[config.mk]
export PLATFORM = sky130hd
export DESIGN_NAME = fetch_queue
export DESIGN_NICKNAME = d
export VERILOG_FILES = /design/src/rtl/fetch_queue.sv
export SDC_FILE = /design/constraint.sdc
export NUM_CORES = 1
export LEC_CHECK = 0
export CAP_MARGIN = 20
export CORE_UTILIZATION = 55
export DETAILED_ROUTE_END_ITERATION = 12
export PLACE_DENSITY = 0.8
export SYNTH_ARGS = -nofsm -noshare
export SYNTH_HDL_FRONTEND = slang
export SYNTH_SLANG_ARGS = --single-unit
[constraint.sdc]
create_clock -name clk -period 4 [get_ports clk]
set_input_delay 0.8 -clock clk [delete_from_list [all_inputs] [get_ports clk]]
set_output_delay 0.8 -clock clk [all_outputs]
set_load 0.02 [all_outputs]
[src/rtl/fetch_queue.sv]
// fetch_queue: RV32 fetch stage. Owns the PC, issues credit-limited imem requests, and buffers {instr, pc} in order.
// Optional feature: define FETCH_QUEUE_BYPASS_EN to forward a response to decode combinationally when the queue is empty.
module fetch_queue #(
    parameter int unsigned DEPTH    = 4,
    parameter logic [31:0] RESET_PC = 32'h0000_0000
) (
    input  logic        clk,
    input  logic        rst,
    input  logic        redirect,
    input  logic [31:0] redirect_pc,
    output logic        imem_req_valid,
    input  logic        imem_req_ready,
    output logic [31:0] imem_addr,
    input  logic        imem_rsp_valid,
    input  logic [31:0] imem_rsp_data,
    output logic        instr_valid,
    input  logic        instr_ready,
    output logic [31:0] instr,
    output logic [31:0] instr_pc
);
    localparam int unsigned PW = $clog2(DEPTH);
    localparam int unsigned CW = PW + 1;

    typedef struct packed {
        logic [31:0] instr;
        logic [31:0] pc;
    } entry_t;

    entry_t        mem_q [DEPTH];
    logic [PW-1:0] rd_ptr_q, rd_ptr_d, wr_ptr_q, wr_ptr_d;
    logic [CW-1:0] count_q, count_d;
    logic [CW-1:0] outstanding_q, outstanding_d;
    logic [CW-1:0] discard_q, discard_d;
    logic [31:0]   fetch_pc_q, fetch_pc_d;
    logic          started_q;

    logic          req_fire, rsp_keep, push, pop, q_valid, bypass_take;
    logic [CW:0]   inflight;
    logic [31:0]   rsp_pc;

    // started_q holds requests off until the first edge after reset release.
    assign inflight       = {1'b0, count_q} + {1'b0, outstanding_q};
    assign imem_req_valid = started_q && (inflight < (CW+1)'(DEPTH));
    assign imem_addr      = fetch_pc_q;
    assign req_fire       = imem_req_valid && imem_req_ready;

    // Kept requests are consecutive words ending at fetch_pc, so the oldest one's PC is recoverable.
    assign rsp_pc   = fetch_pc_q - (32'(outstanding_q) << 2);
    assign rsp_keep = imem_rsp_valid && (discard_q == '0) && !redirect;
    assign q_valid  = (count_q != '0);
    assign pop      = q_valid && instr_ready;
    assign push     = rsp_keep && !bypass_take;

`ifdef FETCH_QUEUE_BYPASS_EN
    logic bypass;
    assign bypass      = !q_valid && rsp_keep;
    assign bypass_take = bypass && instr_ready;
`else
    assign bypass_take = 1'b0;
`endif

    always_comb begin
        // NOTE: every always_comb output gets a default first so no latch is inferred.
        instr_valid = q_valid;
        instr       = q_valid ? mem_q[rd_ptr_q].instr : '0;
        instr_pc    = q_valid ? mem_q[rd_ptr_q].pc : '0;
`ifdef FETCH_QUEUE_BYPASS_EN
        if (bypass) begin
            instr_valid = 1'b1;
            instr       = imem_rsp_data;
            instr_pc    = rsp_pc;
        end
`endif
    end

    always_comb begin
        fetch_pc_d    = req_fire ? fetch_pc_q + 32'd4 : fetch_pc_q;
        rd_ptr_d      = pop  ? rd_ptr_q + PW'(1) : rd_ptr_q;
        wr_ptr_d      = push ? wr_ptr_q + PW'(1) : wr_ptr_q;
        count_d       = count_q + CW'(push) - CW'(pop);
        outstanding_d = outstanding_q + CW'(req_fire) - CW'(imem_rsp_valid);
        discard_d     = discard_q - CW'(imem_rsp_valid && (discard_q != '0));
        // A redirect lets this cycle's pop finish, then flushes; everything still in flight goes stale.
        if (redirect) begin
            fetch_pc_d = {redirect_pc[31:2], 2'b00};
            rd_ptr_d   = '0;
            wr_ptr_d   = '0;
            count_d    = '0;
            discard_d  = outstanding_d;
        end
    end

    always_ff @(posedge clk or negedge rst) begin
        if (!rst) begin
            started_q     <= 1'b0;
            fetch_pc_q    <= RESET_PC;
            rd_ptr_q      <= '0;
            wr_ptr_q      <= '0;
            count_q       <= '0;
            outstanding_q <= '0;
            discard_q     <= '0;
        end else begin
            // NOTE: sequential state uses non-blocking assignments so every flop samples pre-edge values.
            started_q     <= 1'b1;
            fetch_pc_q    <= fetch_pc_d;
            rd_ptr_q      <= rd_ptr_d;
            wr_ptr_q      <= wr_ptr_d;
            count_q       <= count_d;
            outstanding_q <= outstanding_d;
            discard_q     <= discard_d;
        end
    end

    // NOTE: queue storage has no reset; it is read only under count_q and the outputs are gated when empty.
    always_ff @(posedge clk) begin
        if (push) begin
            mem_q[wr_ptr_q] <= '{instr: imem_rsp_data, pc: rsp_pc};
        end
    end

    // The credit rule guarantees a kept response always finds a free slot.
    a_no_overflow: assert property (@(posedge clk) disable iff (!rst) push |-> (count_q < CW'(DEPTH)));

endmodule

==> results of run 1 <==
worst paths after layout:
check / end / slack, ns
max in group asynchronous: imem_addr[20] / 3.33
worst max-delay path: instr_pc[27] / 0.27
worst min-delay path: imem_addr[2] / 0.17
worst min register to register: outstanding_q[0] / 0.58
worst max register to register: discard_q[2] / 1.14
min in group clk: outstanding_q[0] / 0.58
report_power, final:
part / leakage (uW) / internal (uW) / switching [uW]
clock network: 0.000486 / 1730 / 1070
logic: 0.00201 / 1450 / 1420
registers: 0.00277 / 3540 / 208
total: 0.00526 / 6720 / 2700
layout by cell type (no fill, tap or decap), types with 5 or more instances in the layout:
cell             instances
buf_12                   8
nor3_1                  11
nand4_1                 12
bufinv_16                5
xnor2_1                 26
nand3_1                 19
clkbuf_16               31
nor4_1                  11
clkdlybuf4s50_1        159
and3_1                   5
nor2_1                  19
o21ai_1                 15
dfrtp_1                 42
clkinv_1                 8
mux4_2                  62
and2_1                  67
inv_1                   19
ha_1                    16
o21ai_0                 17
conb_1                   5
buf_4                    5
clkbuf_1                 7
nand2_1                 44
xor2_1                  31
edfxtp_1               248
routing by layer:
layer	vias to the layer above	global-route usage, %	wire (um)
met2	249	35.6	12300
met4	0	6.29	534
met3	39	3.24	1540
li1	3232	-	-
met1	3554	30.2	10400
met5	-	0	0
sequential cells by signal, indices dropped and copies added, names as in the netlist:
name / flops
rd_ptr_q: 2
started_q: 1
mem_q: 248
outstanding_q: 3
imem_addr: 30
discard_q: 3
wr_ptr_q: 2
count_q: 3
worst max-delay path, cell delays in order, from the launching register on:
cell             delay, ns
dfrtp_4               0.79
buf_12                0.31
mux4_2                0.55
and2_1                0.18
clkdlybuf4s50_1       0.54
cell families after synthesis:
group | count (synthesis) | share of synthesized area (%)
buffers and inverters | 72 | 2.77
muxes | 64 | 11.2
other | 2 | 0.0595
adders and majority gates | 19 | 2.06
xor gates and xnor gates | 57 | 3.95
and+or+nand+nor | 223 | 10.4
AOI/OAI and AO/OA | 43 | 1.89
DFF | 292 | 67.7
through the flow:
stage / area (sq um) / setup slack [ns] / power, uW / hold slack (ns) / std cells
after floorplan: 12600 / 0.744 / 5530 / 0.504 / 775
after global placement: 14500 / 0.776 / 6650 / 0.561 / 1180
after detailed placement: 14500 / 0.778 / 6680 / 0.564 / 1180
after CTS: 15500 / 0.174 / 9500 / 0.460 / 1235
after global routing: 15500 / 0.0915 / 9850 / 0.172 / 1237
final: 15500 / 0.266 / 9420 / 0.167 / 1237
area by class of cell:
class	instances	area, sq um
fillers	1493	7030
multi-input cells	411	3750
flip-flops and latches	292	8550
repair buffers	174	1800
well taps	285	357
inverters	20	75.1
clock buffers	38	802
clock inverters	17	206
==> results.txt, run 1 <==
- The later pin in the worst-skew pair is clocked with a latency of 0.54 ns.
- For this run, design rule violations remaining after detail routing come to 0.
* Effective utilization at floorplan: 56.0%
- Setup Buffers After CTS: 0
- The final layout contains routed wiring with a total length of 24800 um.
* Synth warn: 0
* Fraction of synthesized cell area taken by the top area cell type: 59.0%
* Cell leakage power: 0.00526 uW
* Wire length of the first global-routing pass: 39200 um
* Routability-driven placement congestion ratio: 0.797
* Largest area contributor in the netlist: edfxtp_1
* Capturing element type of the critical path: primary output
* Placed wire-length estimate: 15000 um
* DR vias: 7074
- The longest clock path from root to sink contains 3 buffers.
* Aggregate negative setup slack: 0 ns
* Buffers on Ports: 161
- The tree is rooted in a clkbuf_16.
- Top flip-flop cell by instance count after synthesis: edfxtp_1
- Final critical-path share of the clock period: 93.4%
* Antenna violations before repair: 0
- Yosys mapped a number of flops with a built-in enable equal to 248.
- The worst register-to-register path begins at count_q[2].
* Area of the core: 0.0226 sq mm
- The total overflow left after global routing is 0.
- CTS tree: yes
- Share of layout cells above drive strength 1: 14.6%
- The pre-antenna-repair detailed-routing pass consisted of 5 iterations.
- The tree built by TritonCTS fans out to 292 sinks.
- Total Routing Usage GR: 21.6%
- The worst-case IR drop observed on VDD is 0.000359 V.
* Post-synth top cells: 248 x edfxtp_1, 71 x and2_1, 62 x mux4_2
- In this run the tightest slew margin relative to its limit is 55.6%.
* Synth-to-Final Area Change: 23.0%
- In this run, post-CTS hold repair placed 0 buffers.
- Async set or reset register ratio after synthesis: 15.1%
- Remaining antenna violation count: 0
* Horiz. Die Dim: 154 um
- Most frequent cell after synthesis: edfxtp_1
- Number of global-route vias before repair: 7192
- Data on the critical path is required at its endpoint by 3.20 ns.
- Dividing total power by cell area gives a power density of 606 mW/mm^2.
- Along the worst path, the maximum fanout reaches 28.
* Number of storage elements in the synthesis netlist: 292
- Starting DRT DRC Count: 549
- Cells fill 68.9% of the core in the end.
* RSZ-0062 raised after global routing: false
- Data arrives at the worst endpoint at 2.93 ns.
- Clock-pin slew was measured on the worst setup and hold paths at 0.06 ns.
* Syn_area_per_cell: 16.4 sq um
- Setup violations remaining at the end of the flow were counted as 0.
- Result of the run: finished, final reports clean
- The worst setup path is launched from a register.
* Average wire per standard cell: 20.1 um
- Maxcap violations: 0
- Counting distinct cell types in the post-synthesis netlist gives 51.
- After clock tree synthesis, the repair step resized 0 gates.
* Final Hold Violating Endpoints: 0
- Number of buffers added by the clock tree synthesis step: 30
- Timing would allow up to 268 MHz.
- 0 antenna diodes ended up in the layout.
- Nets: 1018
- In the post-synthesis netlist, the biggest area contributors are edfxtp_1 59%, mux4_2 11%, dfrtp_1 8.7%.
* Height of the die: 154 um
* Largest net degree at the start of global routing: 73
* Final Max Slew Viols: 0
- Post-synth design cell area: 0.0126 sq mm
- Via-to-Cell Ratio: 5.72
- The floorplan step defined a die boundary enclosing 0.0236 sq mm.
- Cell Rows: 55
* Time the worst path needs with I/O delays and setup: 3.73 ns
- Worst hold-check path type: input pin to asynchronous set/reset pin
- After synthesis, flip-flops and latches occupy 67.7% of the total area.
- The critical path is of the register to primary output type.
- Num ports: 168
* Pin slew with the least headroom to its limit: 0.666 ns
- Cells after Synth: 772
- Across the routed clock network, the largest skew measured is 0.0171 ns.
* Depth of the worst register-to-register path: 13
- The critical path starts at rd_ptr_q[0].
* Number of levels the H-tree was split into: 1
(Power assumes the default switching activity.)
==> inputs of run 2 (changes only) <==
--- a/config.mk
+++ b/config.mk
@@ -6,9 +6,9 @@
 export NUM_CORES = 1
 export LEC_CHECK = 0
 export CAP_MARGIN = 20
-export CORE_UTILIZATION = 55
+export CORE_UTILIZATION = 50
 export DETAILED_ROUTE_END_ITERATION = 12
-export PLACE_DENSITY = 0.8
+export PLACE_DENSITY = 0.76
 export SYNTH_ARGS = -nofsm -noshare
 export SYNTH_HDL_FRONTEND = slang
 export SYNTH_SLANG_ARGS = --single-unit
==> constraint.sdc (replaced) <==
create_clock -name clk -period 3.25 [get_ports clk]
set_input_delay 0.65 -clock clk [delete_from_list [all_inputs] [get_ports clk]]
set_output_delay 0.65 -clock clk [all_outputs]
set_load 0.02 [all_outputs]
==> run 2 against run 1 <==
Clock skew down 0.0062 ns. Final cell count up 3.6%. Final area up 0.77%. Critical path type unchanged. Critical endpoint is now instr_pc[31]. Largest power group unchanged.
==> results.txt, run 2 (synthesis gave the netlist of run 1 again) <==
* Most utilized layer in the global route result: met2 (unchanged)
- The total leakage power is 0.00548 uW (was 0.00526 uW).
- The detailed-route wire length per cell is 19.6 um (was 20.1 um).
- Maximum achievable frequency: 314 MHz
- The final number of setup-violating endpoints is 0 (unchanged).
- Horiz. Die Dim: 161 um (was 154 um)
- The commonest non-fill, non-tap cell in the layout is edfxtp_1 (unchanged).
- The global-route track usage on met2 came to 32.8% (was 35.6%).
* Placed wire-length estimate: 15600 um (was 15000 um)
* Residual overflow from global routing: 0 (unchanged)
- The number of ports placed on the die boundary came to 168 (unchanged).
* Max-slew headroom: 42.5% (was 55.6%)
* Antenna diode instance count: 0 (unchanged)
- Leading cell types in the layout, fill and taps excluded: 248 x edfxtp_1, 145 x clkdlybuf4s50_1, 67 x and2_1 (was 248 x edfxtp_1, 159 x clkdlybuf4s50_1, 67 x and2_1).
- Pin slew with the least headroom to its limit: 0.862 ns (was 0.666 ns)
- The area of the multi-input gates is 0.00376 sq mm (was 0.00375 sq mm).
- Final critical-path share of the clock period: 97.9%
* Final Max Slew Viols: 0 (unchanged)
- The nature of the critical path startpoint was a register (unchanged).
- Buffers on Ports: 161 (unchanged)
- Synth-to-Final Area Change: 24.0% (was 23.0%)
- Share of layout cells above drive strength 1: 15.6% (was 14.6%)
- Maximum fanout count along the critical path: 19 (was 28)
- The via count of the first global-routing pass is 7356 (was 7192).
- GR Util met1: 27.7% (was 30.2%)
- Grt met3 use: 3.46% (was 3.24%)
- The worst path arrival time is 2.53 ns (was 2.93 ns).
- End of the worst register-to-register path: discard_q[2] (unchanged)
- The post-route setup TNS is 0 ns (unchanged).
- CTS tree: yes (unchanged)
- The clock root buffer is clkbuf_16 (unchanged).
* Register clock-pin slew on the reported worst setup and hold paths: 0.06 ns (about the same)
* Area of the core: 0.0245 sq mm (was 0.0226 sq mm)
- Maximum resistive drop on vdd: 0.000431 V (was 0.000359 V)
- Drt total wl: 25100 um (was 24800 um)
- The maximum level of the CTS H-tree is 1 (unchanged).
* Starting DRT DRC Count: 476 (was 549)
- CP max stage cell: clkdlybuf4s50_1 (was dfrtp_4)
- Required @ worst endpoint: 2.60 ns (was 3.20 ns)
* Largest stage delay, worst path: 0.57 ns (was 0.79 ns)
* Total Routing Usage GR: 19.9% (was 21.6%)
- Routability-driven placement congestion ratio: 0.780 (was 0.797)
- The detail-routed via count per cell was 5.53 (was 5.72).
- Setup Crit Path Kind: register to primary output (unchanged)
* First-pass DRT Iterations: 4 (was 5)
* Pwr per Cell Area: 741 mW/mm^2 (was 606 mW/mm^2)
- TritonCTS Sinks: 292 (unchanged)
* Height of the die: 161 um (was 154 um)
- The setup slack on the worst flop-to-flop path is 0.43 ns (was 1.14 ns).
- The worst path in the final design needs a cycle of 3.18 ns, including I/O delays and setup.
- Clock tree skew after final layout: 0.0109 ns (was 0.0171 ns)
- Maximum clock insertion buffer count: 3 (unchanged)
- The power consumption came to 11600 uW (was 9420 uW).
- DRC: 0 (unchanged)
- Remaining antenna violation count: 0 (unchanged)
* Capturing element type of the critical path: primary output (unchanged)
- DR vias: 7086 (was 7074)
* Startpoint of the worst register-to-register path: count_q[2] (unchanged)
- The clock latency on the worst-skew pair came to 0.54 ns (about the same).
- # fillers: 1773 (was 1493)
- Maxcap violations: 0 (unchanged)
- The initial antenna violation count came to 0 (unchanged).
- Final Hold Violating Endpoints: 0 (unchanged)
* Number of flip-flops in the largest register: 248 (unchanged)
- The first-pass GRT wire length is 39900 um (was 39200 um).
* Die area: 0.0259 sq mm (was 0.0236 sq mm)
- The cell row count was 57 (was 55).
- Ordered list of cells on the worst path: buf_12 -> mux4_2 -> and2_1 -> clkdlybuf4s50_1 (unchanged)
- Depth of the worst register-to-register path: 12 (was 13)
- The number of buffers created by CTS is 30 (unchanged).
- Result of the run: finished, final reports clean (unchanged).
- Effective utilization at floorplan: 51.5% (was 56.0%)
- The net count reported at finish came to 1023 (was 1018).
- Largest net degree at the start of global routing: 73 (unchanged)
* Worst hold-check path type: input pin to asynchronous set/reset pin (unchanged)
- Register Area: 0.00855 sq mm (unchanged)
- RSZ-0062 raised after global routing: false (unchanged).
* Largest register by flop count: mem_q (unchanged)
## run 2: cell count changes in the layout (fill, tap and decap cells not counted), sizes merged
cell,delta
buf,+5
clkinvlp,+1
clkbuf,+1
dlymetal6s2s,+13
bufinv,-2
dlygate4sd2,+1
clkdlybuf4s50,-14
## run 2: repair_timing
| action | in CTS | in global routing |
|---|---|---|
| setup buffers | 2 | 0 |
| gates resized for setup | 2 | 14 |
| hold buffers | 0 | 0 |
| setup endpoints to repair | 51 | 14 |
## run 2: final cells by class
| class | count | share of cell area (%) |
|---|---|---|
| inverter | 20 | 0.479 |
| timing repair buffer | 179 | 12.0 |
| tap | 324 | 2.59 |
| sequential | 292 | 54.6 |
| multi-input combinational | 411 | 24.0 |
| clock inverter | 16 | 0.975 |
| clock buffer | 39 | 5.34 |
## run 2: where the power goes
part | switching [uW] | leakage, uW | internal (uW)
combinational | 1850 | 0.00223 | 1820
sequential | 187 | 0.00277 | 4360
clock | 1350 | 0.000481 | 2030
total | 3390 | 0.00548 | 8210
## run 2: worst max-delay path, delay by kind of cell, from the launching register on
| family | cells | cell delay (ns) |
|---|---|---|
| AND/OR/NAND/NOR | 1 | 0.17 |
| multiplexers | 1 | 0.51 |
| buffers and inverters | 2 | 0.79 |
| flip-flops | 1 | 0.51 |
## run 2: per-stage QoR
| step | setup WS, ns | cells | instance area, sq um | hold WS (ns) | utilization (%) |
|---|---|---|---|---|---|
| global placement | 0.280 | 1224 | 14600 | 0.581 | 59.6 |
| finish | 0.0671 | 1281 | 15700 | 0.223 | 63.8 |
| detailed placement | 0.272 | 1224 | 14600 | 0.577 | 59.6 |
| CTS | 0.00439 | 1281 | 15600 | 0.226 | 63.7 |
| floorplan | 0.144 | 775 | 12600 | 0.354 | - |
| global route | 0.00217 | 1281 | 15700 | 0.283 | 63.8 |
## run 2: how the worst max path moves through the flow
stage	slack, ns	end	cells after the start	start
final	0.07	instr_pc[31]	4	rd_ptr_q[0]
after global placement	0.28	discard_q[2]	12	count_q[2]
after CTS	0.004	imem_req_valid	4	count_q[2]
after floorplan	0.14	mem_q[0][10]	4	redirect
after detailed placement	0.27	discard_q[2]	12	count_q[2]
after global routing	0.002	instr_pc[27]	4	rd_ptr_q[0]
## run 2: routing by layer
| metal | part of all wire (%) | routed length (um) |
|---|---|---|
| met2 | 48 | 12000 |
| met5 | 0 | 0 |
| met1 | 44 | 11100 |
| met4 | 1.8 | 442 |
| met3 | 6.2 | 1560 |
==> inputs of run 3 (changes only) <==
--- a/config.mk
+++ b/config.mk
@@ -5,7 +5,9 @@
 export SDC_FILE = /design/constraint.sdc
 export NUM_CORES = 1
 export LEC_CHECK = 0
+export ABC_AREA = 0
 export CAP_MARGIN = 20
+export CORE_MARGIN = 4
 export CORE_UTILIZATION = 50
 export DETAILED_ROUTE_END_ITERATION = 12
 export PLACE_DENSITY = 0.76
==> run 3 against run 2 <==
Hold slack worse by 0.052 ns. Sequential power about the same. Worst setup slack better by 0.017 ns. Die area up 7.6%. Core utilization is 0.53 points higher. Non-clock buffer count rose by 8. Global-route usage decreased by 1.2 points. Combinational power rose by 2%. Final cell count is 0.62% higher. Clock skew increased by 0.019 ns. Final area up 1.1%. Largest power group unchanged.
==> results.txt, run 3 (synthesis gave the netlist of run 1 again) <==
- Result of the run: finished, final reports clean (unchanged).
- Cell with the most instances on the worst path: buf_4
- The maximum clock frequency is 316 MHz (was 314 MHz).
- Post-CTS Hold Buffers: 0 (unchanged)
- The initial antenna violation count came to 0 (unchanged).
- The antenna cell count is 0 (unchanged).
- Worst hold-check path type: input pin to asynchronous set/reset pin (unchanged)
- The via count of the routed design was 7089 (was 7086).
- Final Max Slew Viols: 0 (unchanged)
- The net count reported at finish was 1031 (was 1023).
* Number of flip-flops in the largest register: 248 (unchanged)
- Cell leakage power: 0.00574 uW (was 0.00548 uW)
- Total Routing Usage GR: 18.7% (was 19.9%)
* Largest stage delay, worst path: 0.53 ns (was 0.57 ns)
- The initial core utilization came to 51.3% (was 51.5%).
* Count of placed standard cells including taps: 1229 (was 1224)
- The DRC violation total after the first TritonRoute iteration was 433 (was 476).
- The transition at the pin with the smallest max-transition slack was 0.778 ns (was 0.862 ns).
- Clock tree skew after final layout: 0.0295 ns (was 0.0109 ns)
- The reported max-cap violation count came to 0 (unchanged).
- The height of the die is 167 um (was 161 um).
* Die area: 0.0279 sq mm (was 0.0259 sq mm)
- The final number of setup-violating endpoints was 0 (unchanged).
- Multi-input combinational cell area: 0.00376 sq mm (unchanged)
- The type of destination of the critical path is a primary output (unchanged).
- The number of design rule violations left after detail routing is 0 (unchanged).
- The maximum clock path buffer count is 3 (unchanged).
* Largest net degree at the start of global routing: 73 (unchanged)
- The final critical path time including I/O delays and setup came to 3.17 ns (was 3.18 ns).
- Ordered list of cells on the worst path: buf_4 -> buf_4 -> mux4_2 -> and2_1 -> clkdlybuf4s50_1 (was buf_12 -> mux4_2 -> and2_1 -> clkdlybuf4s50_1).
- Leading cell types in the layout, fill and taps excluded: 248 x edfxtp_1, 132 x clkdlybuf4s50_1, 67 x and2_1 (was 248 x edfxtp_1, 145 x clkdlybuf4s50_1, 67 x and2_1).
- The final critical-path share of the clock period was 97.4% (was 97.9%).
- The leftover overflow at the end of global routing is 0 (unchanged).
* Aggregate negative setup slack: 0 ns (unchanged)
- Proportion of power drawn by the clock network: 30.4% (was 29.2%)
* Number of global-route vias before repair: 7503 (was 7356)
- The weighted congestion at the end of routability-driven global placement is 0.838 (was 0.780).
- Area of the core: 0.0246 sq mm (was 0.0245 sq mm)
- Most common library cell in the layout ignoring fill and taps: edfxtp_1 (unchanged)
- The detailed-placement wirelength estimate came to 16600 um (was 15600 um).
- Net Sw Frac: 28.9% (was 29.2%)
- The sequential cell area is 0.00855 sq mm (unchanged).
- RSZ-0062 raised after global routing: false (unchanged).
- The number of fill cells in the layout was 1760 (was 1773).
* WHS: 0.170 ns (was 0.223 ns)
* Clock Latency Late Sink: 0.56 ns (was 0.54 ns)
- Average wire per standard cell: 20.3 um (was 19.6 um)
* Cell Rows: 57 (unchanged)
- The depth of the most critical reg-to-reg path was 13 (was 12).
- Setup Crit Path Kind: register to primary output (unchanged)
- CP max stage cell: clkdlybuf4s50_1 (unchanged)
* Depth of the critical timing path with buffers and inverters included: 5 (was 4)
- Largest register by flop count: mem_q (unchanged)
* TritonCTS Sinks: 292 (unchanged)
- The non-filler instance count after layout came to 1289 (was 1281).
- The clock root buffer was clkbuf_16 (unchanged).
- The nature of the critical path startpoint was a register (unchanged).
- The number of buffers created by CTS was 30 (unchanged).
- First-pass DRT Iterations: 5 (was 4)
* Number of levels the H-tree was split into: 1 (unchanged)
* Dominant delay contributor by cell family on the critical path: buffers and inverters (unchanged)
- Horiz. Die Dim: 167 um (was 161 um)
- Remaining antenna violation count: 0 (unchanged)
* Share of layout cells above drive strength 1: 16.5% (was 15.6%)
- Worst EP arrival: 2.52 ns (was 2.53 ns)
* CTS tree: yes (unchanged)
- The highest fanout seen on the critical path is 6 (was 19).
* Pwr per Cell Area: 751 mW/mm^2 (was 741 mW/mm^2)
- Drt total wl: 26100 um (was 25100 um)
- The switching component of the power came to 3440 uW (was 3390 uW).
- Register clock-pin slew on the reported worst setup and hold paths: 0.06 ns (about the same)
* Num ports: 168 (unchanged)
- Worst path bufs/invs: 3 (was 2)
* Buffers on Ports: 161 (unchanged)
- Maximum resistive drop on vdd: 0.000382 V (was 0.000431 V)
* Max-slew headroom: 48.1% (was 42.5%)
* Register share of total power: 38.1% (was 39.2%)
* Via-to-Cell Ratio: 5.50 (was 5.53)
* Synth-to-Final Area Change: 25.4% (was 24.0%)
- Wire length of the first global-routing pass: 41500 um (was 39900 um)
- The number of hold violations in the final report was 0 (unchanged).
* Required @ worst endpoint: 2.60 ns (about the same)
- Combinational Power Share: 31.6% (about the same)
- The internal power contribution came to 8460 uW (was 8210 uW).
[run 3: metrics by stage]
| step | util (%) | instance area (sq um) | setup slack [ns] | total power, uW |
|---|---|---|---|---|
| floorplan | - | 12600 | 0.144 | 6800 |
| global placement | 59.6 | 14700 | 0.326 | 8320 |
| detailed placement | 59.6 | 14700 | 0.323 | 8360 |
| CTS | 64.1 | 15800 | 0.00130 | 12100 |
| global route | 64.4 | 15800 | 0.00192 | 12500 |
| finish | 64.4 | 15800 | 0.0841 | 11900 |
[run 3: final cells by class]
cell class	instances	area share, %
clock buffers	32	4.79
clock inverters	23	1.90
inverters	20	0.474
multi-input cells	411	23.7
flip-flops and latches	292	54.0
well taps	324	2.56
repair buffers	187	12.5
[run 3: per-layer routing]
| layer | global-route usage, % | part of all wire, % |
|---|---|---|
| met1 | 25.8 | 43 |
| met2 | 30.4 | 48 |
| met3 | 4.72 | 7.2 |
| met4 | 4.52 | 1.8 |
| met5 | 0 | 0 |
[run 3: what timing repair did]
item / 4_1_cts / 5_1_grt
resized for setup: 2 / 27
endpoints found under the setup margin: 62 / 27
buffers inserted: 5 / 0
[run 3: power groups by stage]
| stage | registers [uW] | logic, uW | clock network [uW] |
|---|---|---|---|
| 2_1_floorplan | 4570 | 2230 | 0 |
| 3_3_place_gp | 4660 | 3660 | 0 |
| 3_5_place_dp | 4660 | 3700 | 0 |
| 4_1_cts | 4530 | 3860 | 3700 |
| 5_1_grt | 4550 | 4050 | 3880 |
| 6_report | 4530 | 3750 | 3610 |
[run 3: final timing paths]
| check | startpoint | end | slack (ns) |
|---|---|---|---|
| max in group asynchronous | rst | imem_addr[12] | 2.41 |
| min reg2reg | outstanding_q[0] | outstanding_q[0] | 0.59 |
| min in group clk | redirect | discard_q[0] | 0.55 |
| min | rst | imem_addr[11] | 0.17 |
| max | rd_ptr_q[0] | instr[5] | 0.08 |
| max reg2reg | count_q[2] | discard_q[2] | 0.42 |
